===== config.mk =====
export PLATFORM = sky130hd
export DESIGN_NAME = peak_dpu_dp_issue_flat
export DESIGN_NICKNAME = d
export VERILOG_FILES = /design/src/rtl/peak_dpu_pkg.sv /design/src/rtl/peak_dpu_dp_issue_if.sv /design/src/rtl/peak_dpu_dp_scoreboard.sv /design/src/rtl/peak_dpu_dp_issue.sv /design/src/flat_wrapper.sv
export SDC_FILE = /design/constraint.sdc
export NUM_CORES = 1
export LEC_CHECK = 0
export ABC_AREA = 0
export CORE_MARGIN = 2
export CORE_UTILIZATION = 58
export DETAILED_ROUTE_END_ITERATION = 10
export GPL_TIMING_DRIVEN = 0
export PLACE_DENSITY = 0.81
export SYNTH_ARGS = -nofsm -noshare
export SYNTH_HDL_FRONTEND = slang
export SYNTH_SLANG_ARGS = --single-unit

===== constraint.sdc =====
create_clock -name clk -period 5.27 [get_ports clk]
set_input_delay 1.054 -clock clk [delete_from_list [all_inputs] [get_ports clk]]
set_output_delay 1.054 -clock clk [all_outputs]
set_load 0.01 [all_outputs]

===== src/rtl/peak_dpu_pkg.sv =====
// Shared types for the DPU dp issue path: unit ids, reservation entry and MUL latency bounds.
package peak_dpu_pkg;

    typedef enum logic [1:0] {
        UNIT_NONE = 2'd0,
        UNIT_ALU  = 2'd1,
        UNIT_MUL  = 2'd2,
        UNIT_DIV  = 2'd3
    } unit_e;

    typedef struct packed {
        logic       vld;
        unit_e      unit;
        logic [4:0] addr;
    } resv_t;

    localparam int unsigned MUL_LAT_MIN = 2;
    localparam int unsigned MUL_LAT_MAX = 8;

endpackage


===== src/rtl/peak_dpu_dp_issue_if.sv =====
// Decoder/execution-unit side of the dp issue scheduler: instruction handshake, unit strobes, write port.
interface peak_dpu_dp_issue_if;

    logic       de_vld;
    logic       de_rdy;
    logic       de_is_alu;
    logic       de_is_mul;
    logic       de_is_div;
    logic       de_rs0_vld;
    logic [4:0] de_rs0_addr;
    logic       de_rs1_vld;
    logic [4:0] de_rs1_addr;
    logic       de_wr_vld;
    logic [4:0] de_wr_addr;
    logic       alu_issue;
    logic       mul_issue;
    logic       div_issue;
    logic       div_done;
    logic       div_ack;
    logic       wb_vld;
    logic [1:0] wb_sel;
    logic [4:0] wb_addr;

    modport master (
        output de_vld, de_is_alu, de_is_mul, de_is_div,
        output de_rs0_vld, de_rs0_addr, de_rs1_vld, de_rs1_addr,
        output de_wr_vld, de_wr_addr, div_done,
        input  de_rdy, alu_issue, mul_issue, div_issue, div_ack,
        input  wb_vld, wb_sel, wb_addr
    );

    modport slave (
        input  de_vld, de_is_alu, de_is_mul, de_is_div,
        input  de_rs0_vld, de_rs0_addr, de_rs1_vld, de_rs1_addr,
        input  de_wr_vld, de_wr_addr, div_done,
        output de_rdy, alu_issue, mul_issue, div_issue, div_ack,
        output wb_vld, wb_sel, wb_addr
    );

endinterface


===== src/rtl/peak_dpu_dp_scoreboard.sv =====
// Outstanding-write scoreboard for x1..x31 with source/destination hazard compare.
// PEAK_DPU_DP_BYPASS_EN: hide the register being written back this cycle from the hazard check.
module peak_dpu_dp_scoreboard (
    input  logic       clk,
    input  logic       rst_n,
    input  logic       set_vld,
    input  logic [4:0] set_addr,
    input  logic       clr_vld,
    input  logic [4:0] clr_addr,
    input  logic       rs0_vld,
    input  logic [4:0] rs0_addr,
    input  logic       rs1_vld,
    input  logic [4:0] rs1_addr,
    input  logic       wr_vld,
    input  logic [4:0] wr_addr,
    output logic       hazard
);

    logic [31:0] pending_q, pending_d;
    logic [31:0] set_oh, clr_oh, visible;

    always_comb begin
        set_oh = {31'd0, set_vld} << set_addr;
        clr_oh = {31'd0, clr_vld} << clr_addr;
        // Set wins over clear; bit 0 is held clear so x0 never stalls anything.
        pending_d = ((pending_q & ~clr_oh) | set_oh) & ~32'd1;
`ifdef PEAK_DPU_DP_BYPASS_EN
        visible = pending_q & ~clr_oh;
`else
        visible = pending_q;
`endif
        hazard = (rs0_vld & visible[rs0_addr])
               | (rs1_vld & visible[rs1_addr])
               | (wr_vld  & visible[wr_addr]);
    end

    always_ff @(posedge clk or negedge rst_n) begin
        if (!rst_n) begin
            pending_q <= '0;
        end else begin
            pending_q <= pending_d;
        end
    end

endmodule


===== src/rtl/peak_dpu_dp_issue.sv =====
// Issue scheduler for the DPU dp units: reservation pipe, write-port arbitration and DIV tracking.
// PEAK_DPU_DP_BYPASS_EN enables same-cycle writeback bypass inside peak_dpu_dp_scoreboard.
module peak_dpu_dp_issue
    import peak_dpu_pkg::*;
#(
    parameter int unsigned MUL_LAT = 3
) (
    input logic                clk,
    input logic                rst_n,
    peak_dpu_dp_issue_if.slave dp
);

    if (MUL_LAT < MUL_LAT_MIN || MUL_LAT > MUL_LAT_MAX) begin : g_bad_mul_lat
        $error("peak_dpu_dp_issue: MUL_LAT out of range");
    end

    resv_t [MUL_LAT:1] resv_q, resv_d;
    logic              run_q, run_d;
    logic              div_busy_q, div_busy_d;
    logic [4:0]        div_addr_q, div_addr_d;

    logic       wb_vld;
    unit_e      wb_sel;
    logic [4:0] wb_addr;
    logic       div_ack;
    logic       div_wait;
    logic       hazard;
    logic       struct_stall;
    logic       de_rdy;

    always_comb begin
        wb_vld  = 1'b0;
        wb_sel  = UNIT_NONE;
        wb_addr = '0;
        div_ack = 1'b0;
        if (resv_q[1].vld) begin
            wb_vld  = 1'b1;
            wb_sel  = resv_q[1].unit;
            wb_addr = resv_q[1].addr;
        end else if (run_q && dp.div_done) begin
            wb_vld  = 1'b1;
            wb_sel  = UNIT_DIV;
            wb_addr = div_addr_q;
            div_ack = 1'b1;
        end
    end

    // A waiting DIV result blocks ALU/MUL so the pipe drains to it within MUL_LAT cycles.
    assign div_wait     = run_q & dp.div_done & ~div_ack;
    assign struct_stall = (dp.de_is_alu & (resv_q[2].vld | div_wait))
                        | (dp.de_is_mul & div_wait)
                        | (dp.de_is_div & div_busy_q);
    assign de_rdy       = run_q & dp.de_vld & ~hazard & ~struct_stall;

    always_comb begin
        run_d = 1'b1;
        // Shifting the packed pipe right by one entry moves e[k+1] to e[k] and empties the top.
        resv_d = resv_q >> $bits(resv_t);
        if (de_rdy && dp.de_is_alu && dp.de_wr_vld) begin
            resv_d[1] = '{vld: 1'b1, unit: UNIT_ALU, addr: dp.de_wr_addr};
        end
        if (de_rdy && dp.de_is_mul && dp.de_wr_vld) begin
            resv_d[MUL_LAT] = '{vld: 1'b1, unit: UNIT_MUL, addr: dp.de_wr_addr};
        end
        div_busy_d = div_busy_q;
        div_addr_d = div_addr_q;
        if (div_ack) begin
            div_busy_d = 1'b0;
        end
        if (de_rdy && dp.de_is_div) begin
            div_busy_d = 1'b1;
            div_addr_d = dp.de_wr_addr;
        end
    end

    always_ff @(posedge clk or negedge rst_n) begin
        if (!rst_n) begin
            resv_q     <= '0;
            run_q      <= 1'b0;
            div_busy_q <= 1'b0;
            div_addr_q <= '0;
        end else begin
            resv_q     <= resv_d;
            run_q      <= run_d;
            div_busy_q <= div_busy_d;
            div_addr_q <= div_addr_d;
        end
    end

    peak_dpu_dp_scoreboard u_sb (
        .clk      (clk),
        .rst_n    (rst_n),
        .set_vld  (de_rdy & dp.de_wr_vld),
        .set_addr (dp.de_wr_addr),
        .clr_vld  (wb_vld),
        .clr_addr (wb_addr),
        .rs0_vld  (dp.de_rs0_vld),
        .rs0_addr (dp.de_rs0_addr),
        .rs1_vld  (dp.de_rs1_vld),
        .rs1_addr (dp.de_rs1_addr),
        .wr_vld   (dp.de_wr_vld),
        .wr_addr  (dp.de_wr_addr),
        .hazard   (hazard)
    );

    assign dp.de_rdy    = de_rdy;
    assign dp.alu_issue = de_rdy & dp.de_is_alu;
    assign dp.mul_issue = de_rdy & dp.de_is_mul;
    assign dp.div_issue = de_rdy & dp.de_is_div;
    assign dp.div_ack   = div_ack;
    assign dp.wb_vld    = wb_vld;
    assign dp.wb_sel    = wb_sel;
    assign dp.wb_addr   = wb_addr;

endmodule


===== src/flat_wrapper.sv =====
// flat-port wrapper written by rule: the top's interface ports become plain ports
module peak_dpu_dp_issue_flat import peak_dpu_pkg::*;
#(
    parameter int unsigned MUL_LAT = 3
)
  (clk, rst_n, dp_de_vld, dp_de_is_alu, dp_de_is_mul, dp_de_is_div, dp_de_rs0_vld, dp_de_rs0_addr, dp_de_rs1_vld, dp_de_rs1_addr, dp_de_wr_vld, dp_de_wr_addr, dp_div_done, dp_de_rdy, dp_alu_issue, dp_mul_issue, dp_div_issue, dp_div_ack, dp_wb_vld, dp_wb_sel, dp_wb_addr);
  peak_dpu_dp_issue_if dp_i ();
  input logic clk;
  input logic rst_n;
  input wire logic [$bits(dp_i.de_vld)-1:0] dp_de_vld;
  input wire logic [$bits(dp_i.de_is_alu)-1:0] dp_de_is_alu;
  input wire logic [$bits(dp_i.de_is_mul)-1:0] dp_de_is_mul;
  input wire logic [$bits(dp_i.de_is_div)-1:0] dp_de_is_div;
  input wire logic [$bits(dp_i.de_rs0_vld)-1:0] dp_de_rs0_vld;
  input wire logic [$bits(dp_i.de_rs0_addr)-1:0] dp_de_rs0_addr;
  input wire logic [$bits(dp_i.de_rs1_vld)-1:0] dp_de_rs1_vld;
  input wire logic [$bits(dp_i.de_rs1_addr)-1:0] dp_de_rs1_addr;
  input wire logic [$bits(dp_i.de_wr_vld)-1:0] dp_de_wr_vld;
  input wire logic [$bits(dp_i.de_wr_addr)-1:0] dp_de_wr_addr;
  input wire logic [$bits(dp_i.div_done)-1:0] dp_div_done;
  output wire logic [$bits(dp_i.de_rdy)-1:0] dp_de_rdy;
  output wire logic [$bits(dp_i.alu_issue)-1:0] dp_alu_issue;
  output wire logic [$bits(dp_i.mul_issue)-1:0] dp_mul_issue;
  output wire logic [$bits(dp_i.div_issue)-1:0] dp_div_issue;
  output wire logic [$bits(dp_i.div_ack)-1:0] dp_div_ack;
  output wire logic [$bits(dp_i.wb_vld)-1:0] dp_wb_vld;
  output wire logic [$bits(dp_i.wb_sel)-1:0] dp_wb_sel;
  output wire logic [$bits(dp_i.wb_addr)-1:0] dp_wb_addr;
  assign dp_i.de_vld = dp_de_vld;
  assign dp_i.de_is_alu = dp_de_is_alu;
  assign dp_i.de_is_mul = dp_de_is_mul;
  assign dp_i.de_is_div = dp_de_is_div;
  assign dp_i.de_rs0_vld = dp_de_rs0_vld;
  assign dp_i.de_rs0_addr = dp_de_rs0_addr;
  assign dp_i.de_rs1_vld = dp_de_rs1_vld;
  assign dp_i.de_rs1_addr = dp_de_rs1_addr;
  assign dp_i.de_wr_vld = dp_de_wr_vld;
  assign dp_i.de_wr_addr = dp_de_wr_addr;
  assign dp_i.div_done = dp_div_done;
  assign dp_de_rdy = dp_i.de_rdy;
  assign dp_alu_issue = dp_i.alu_issue;
  assign dp_mul_issue = dp_i.mul_issue;
  assign dp_div_issue = dp_i.div_issue;
  assign dp_div_ack = dp_i.div_ack;
  assign dp_wb_vld = dp_i.wb_vld;
  assign dp_wb_sel = dp_i.wb_sel;
  assign dp_wb_addr = dp_i.wb_addr;
  peak_dpu_dp_issue #(.MUL_LAT(MUL_LAT)) u_core (.clk(clk), .rst_n(rst_n), .dp(dp_i));
endmodule

==> results_dict.tcl <==
set metrics [dict create \
    worst_pin_slew_ns 0.725 \
    cts_hold_buf 0 \
    p_leak_nw 1.80 \
    syn_area_um2 3570 \
    worstPathCellList "clkdlybuf4s50_1 -> buf_2 -> nand2_1 -> o22ai_1 -> nor4_1 -> nor3_2 -> nand4_4 -> buf_6 -> nor2_1 -> clkdlybuf4s50_1" \
    final-hold-violation-count 0 \
    nNetsFinal 396 \
    clock_latency_ns 0.34 \
    totalWireLength_um 9690 \
    relSlewSlack_pct 51.6 \
    ios 38 \
    yosysWarnings 0 \
    power_frac_comb_pct 22.0 \
    reg2reg_setup_slack_ns 2.82 \
    min_to "u_core.resv_q[8]" \
    antenna_cells 0 \
    path_class "in2out" \
    critPathLaunch "dp_de_wr_addr[1]" \
    cts_tree "done" \
    cts.path.max_buffers 2 \
    synth_top_area_share_pct 40.7 \
    fillers 470 \
    route.detailed.drc 0 \
    wl_per_cell_um 21.6 \
    async_flop_share_pct 100 \
    grtUsageMet1_pct 44.4 \
    reg2reg_to "u_core.u_sb.pending_q[1]" \
    yosysTopAreaCell "dfrtp_1" \
    vias 2980 \
    drive_gt1_share_pct 23.8 \
    cp_slowest_stage_delay_ns 0.54 \
    cpMostUsedCell "clkdlybuf4s50_1" \
    path_max_fanout 10 \
    dr.pass1.iters 5 \
    overflow 0 \
    via_per_inst 6.64 \
    routabilityCongestion 0.920 \
    area_growth_pct 16.8 \
    die_height_um 82.4 \
    cp.required_ns 4.22 \
    worst_ir_drop_vdd_uv 202 \
    dieArea_um2 6790 \
    ys_seq_elements 58 \
    start_util_pct 60.2 \
    critPathTopFamily "buffers and inverters" \
    drt_iter0_drc 306 \
    io_buffers 30 \
    core.rowCount 28 \
    critPathArrivalTime_ns 4.05 \
    hpwl_um 6930 \
    synth_nets 354 \
    clock-sinks 58 \
    netlist_top_cells_area "dfrtp_1, mux2_2, mux4_2, o21ai_0, o31ai_2" \
    p_int_mw 0.857 \
    grt_use_met2_pct 46.7 \
    cts_setup_buffers 0 \
    finClkSkew_ns 0.00859 \
    hold_depth 0 \
    grt_pass1_vias 2973 \
    setup_tns_ns 0 \
    grt_first_pass_wirelength_um 15400 \
    fin_ws_ns 0.164 \
    grt_max_degree 32 \
    worstHoldStart "u_core.resv_d[8]" \
    root_buffer "clkbuf_8" \
    syn_inst 329 \
    worst_setup_path_end_kind "output pin" \
    clkPwrFrac_pct 33.4 \
    reg2reg_from "u_core.u_sb.pending_q[22]" \
    p_seq_share_pct 44.6 \
    ctsHtreeMaxLevel 3 \
    power_switching_share_pct 29.4 \
    ys_seq_area_share_pct 40.7 \
    start_kind "input pin" \
    crit_buf_inv 4 \
    period_share_pct 96.9 \
    switchingPower_mw 0.356 \
    ys_types 53 \
    clkTransAtPathRegs_ns 0.07 \
    power_density_nw_per_um2 291 \
    ant_nets 0 \
    fmax_mhz 196 \
    cts_resized 0 \
    met3_usage_pct 6.96 \
    finalCriticalPeriod_ns 5.11 \
    antenna_found_initial 0 \
    top_usage_layer "met2" \
    rsz0062_at_grt "false" \
    coreArea_um2 5920 \
    design_area_um2 4170 \
    track_usage_pct 31.3 \
    min_path_type "reg2reg" \
    cap_violations 0 \
    ys.flop_type "dfrtp_1" \
    cts_buffers 9 \
    synth-edff-count 0 \
    outcome "finished clean" \
    critPathSlowestCell "clkdlybuf4s50_1" \
    drv_slew 0 \
    syn_area_per_cell_um2 10.8 \
    dp_slack_ns 0.180 \
    r2r_cells 7 \
    dpl_cell_area_um2 3980 \
    die_x_um 82.4 \
    setup-violations-final 0 \
]
## routing by layer
metal,share of wire [%],wire length (µm)
met1,43,4200
met2,46,4460
met3,8.9,861
met4,1.8,170
met5,0,0
## power by group through the flow
stage / clock, mW / combinational, mW / sequential, mW
after CTS: 0.406 / 0.265 / 0.537
final: 0.405 / 0.268 / 0.541
after detailed placement: 0 / 0.264 / 0.545
after global routing: 0.429 / 0.290 / 0.545
after floorplan: 0 / 0.180 / 0.524
after global placement: 0 / 0.255 / 0.540
## sequential cells by signal (all words and copies together) (netlist names)
signal / count
u_core.div_busy_q: 1
u_core.resv_d: 6
u_core.run_q: 1
u_core.div_addr_q: 5
u_core.u_sb.pending_q: 31
u_core.resv_q: 14
## stage by stage
step           util [%]  hold WS [ns]  power (mW)  instances
2_1_floorplan         -         0.331       0.704        329
3_3_place_gp       66.9         0.332       0.795        434
3_5_place_dp       67.2         0.336       0.808        435
4_1_cts            70.4         0.350        1.21        449
5_1_grt            70.4         0.362        1.26        449
6_report           70.4         0.354        1.21        449
## worst register-to-register path, delay by kind of cell (launching register included)
family	cells	cell delay, ns
compound gates	2	0.46
buf+inv	1	0.22
flops	1	0.42
mux	1	0.52
simple gates	3	0.74
## cell usage in the layout (no fill, tap or decap), types with 9 or more instances in the layout
cell / instances
mux4_2: 10
nand3_1: 11
mux2i_1: 15
dfrtp_1: 58
o31ai_1: 18
inv_1: 12
o31ai_2: 13
clkdlybuf4s50_1: 29
mux2_2: 20
nand2_1: 29
clkbuf_8: 11
buf_6: 9
o21ai_0: 35
## cells by family after synthesis
| kind of cell | share of synthesized area (%) |
|---|---|
| buffers and inverters | 5.93 |
| muxes | 18.7 |
| DFF | 40.7 |
| other | 0.105 |
| AOI/OAI and AO/OA | 19.2 |
| and+or+nand+nor | 15.4 |
## cells in the mapped netlist, types with 2 or more instances
| cell type | n |
|---|---|
| o22ai_1 | 3 |
| nor2b_1 | 7 |
| and4_1 | 2 |
| clkbuf_1 | 7 |
| or2_2 | 5 |
| a2111oi_0 | 3 |
| nand3b_1 | 2 |
| nor2_1 | 8 |
| mux4_2 | 10 |
| and2_1 | 2 |
| nand3_1 | 11 |
| nand2b_1 | 4 |
| o31ai_2 | 13 |
| buf_6 | 9 |
| nand2_1 | 29 |
| mux4_1 | 2 |
| o31ai_1 | 18 |
| mux2i_1 | 15 |
| o21ai_0 | 35 |
| mux2_2 | 20 |
| buf_2 | 4 |
| nor4_1 | 5 |
| nand4_2 | 2 |
| a211oi_1 | 2 |
| dfrtp_1 | 58 |
| inv_1 | 12 |
| a21o_1 | 2 |
| o21a_1 | 3 |
| nor3_1 | 8 |
| and3_1 | 4 |
| or3_1 | 2 |
## worst max-delay path by stage
stage | endpoint | cells past startpoint
4_1_cts | dp_alu_issue | 10
2_1_floorplan | dp_alu_issue | 9
3_3_place_gp | dp_mul_issue | 11
3_5_place_dp | dp_alu_issue | 10
5_1_grt | dp_mul_issue | 10
6_report | dp_alu_issue | 10
## area by class of cell
type	instances	area, µm²	area share (%)
clock buffer	11	151	3.63
tap	75	93.8	2.25
buffer	22	166	3.99
timing repair buffer	31	315	7.57
multi-input combinational	237	1900	45.7
sequential	58	1450	34.8
inverter	12	45.0	1.08
clock inverter	3	40.0	0.961
No activity file was read; power rests on OpenSTA's default activity.
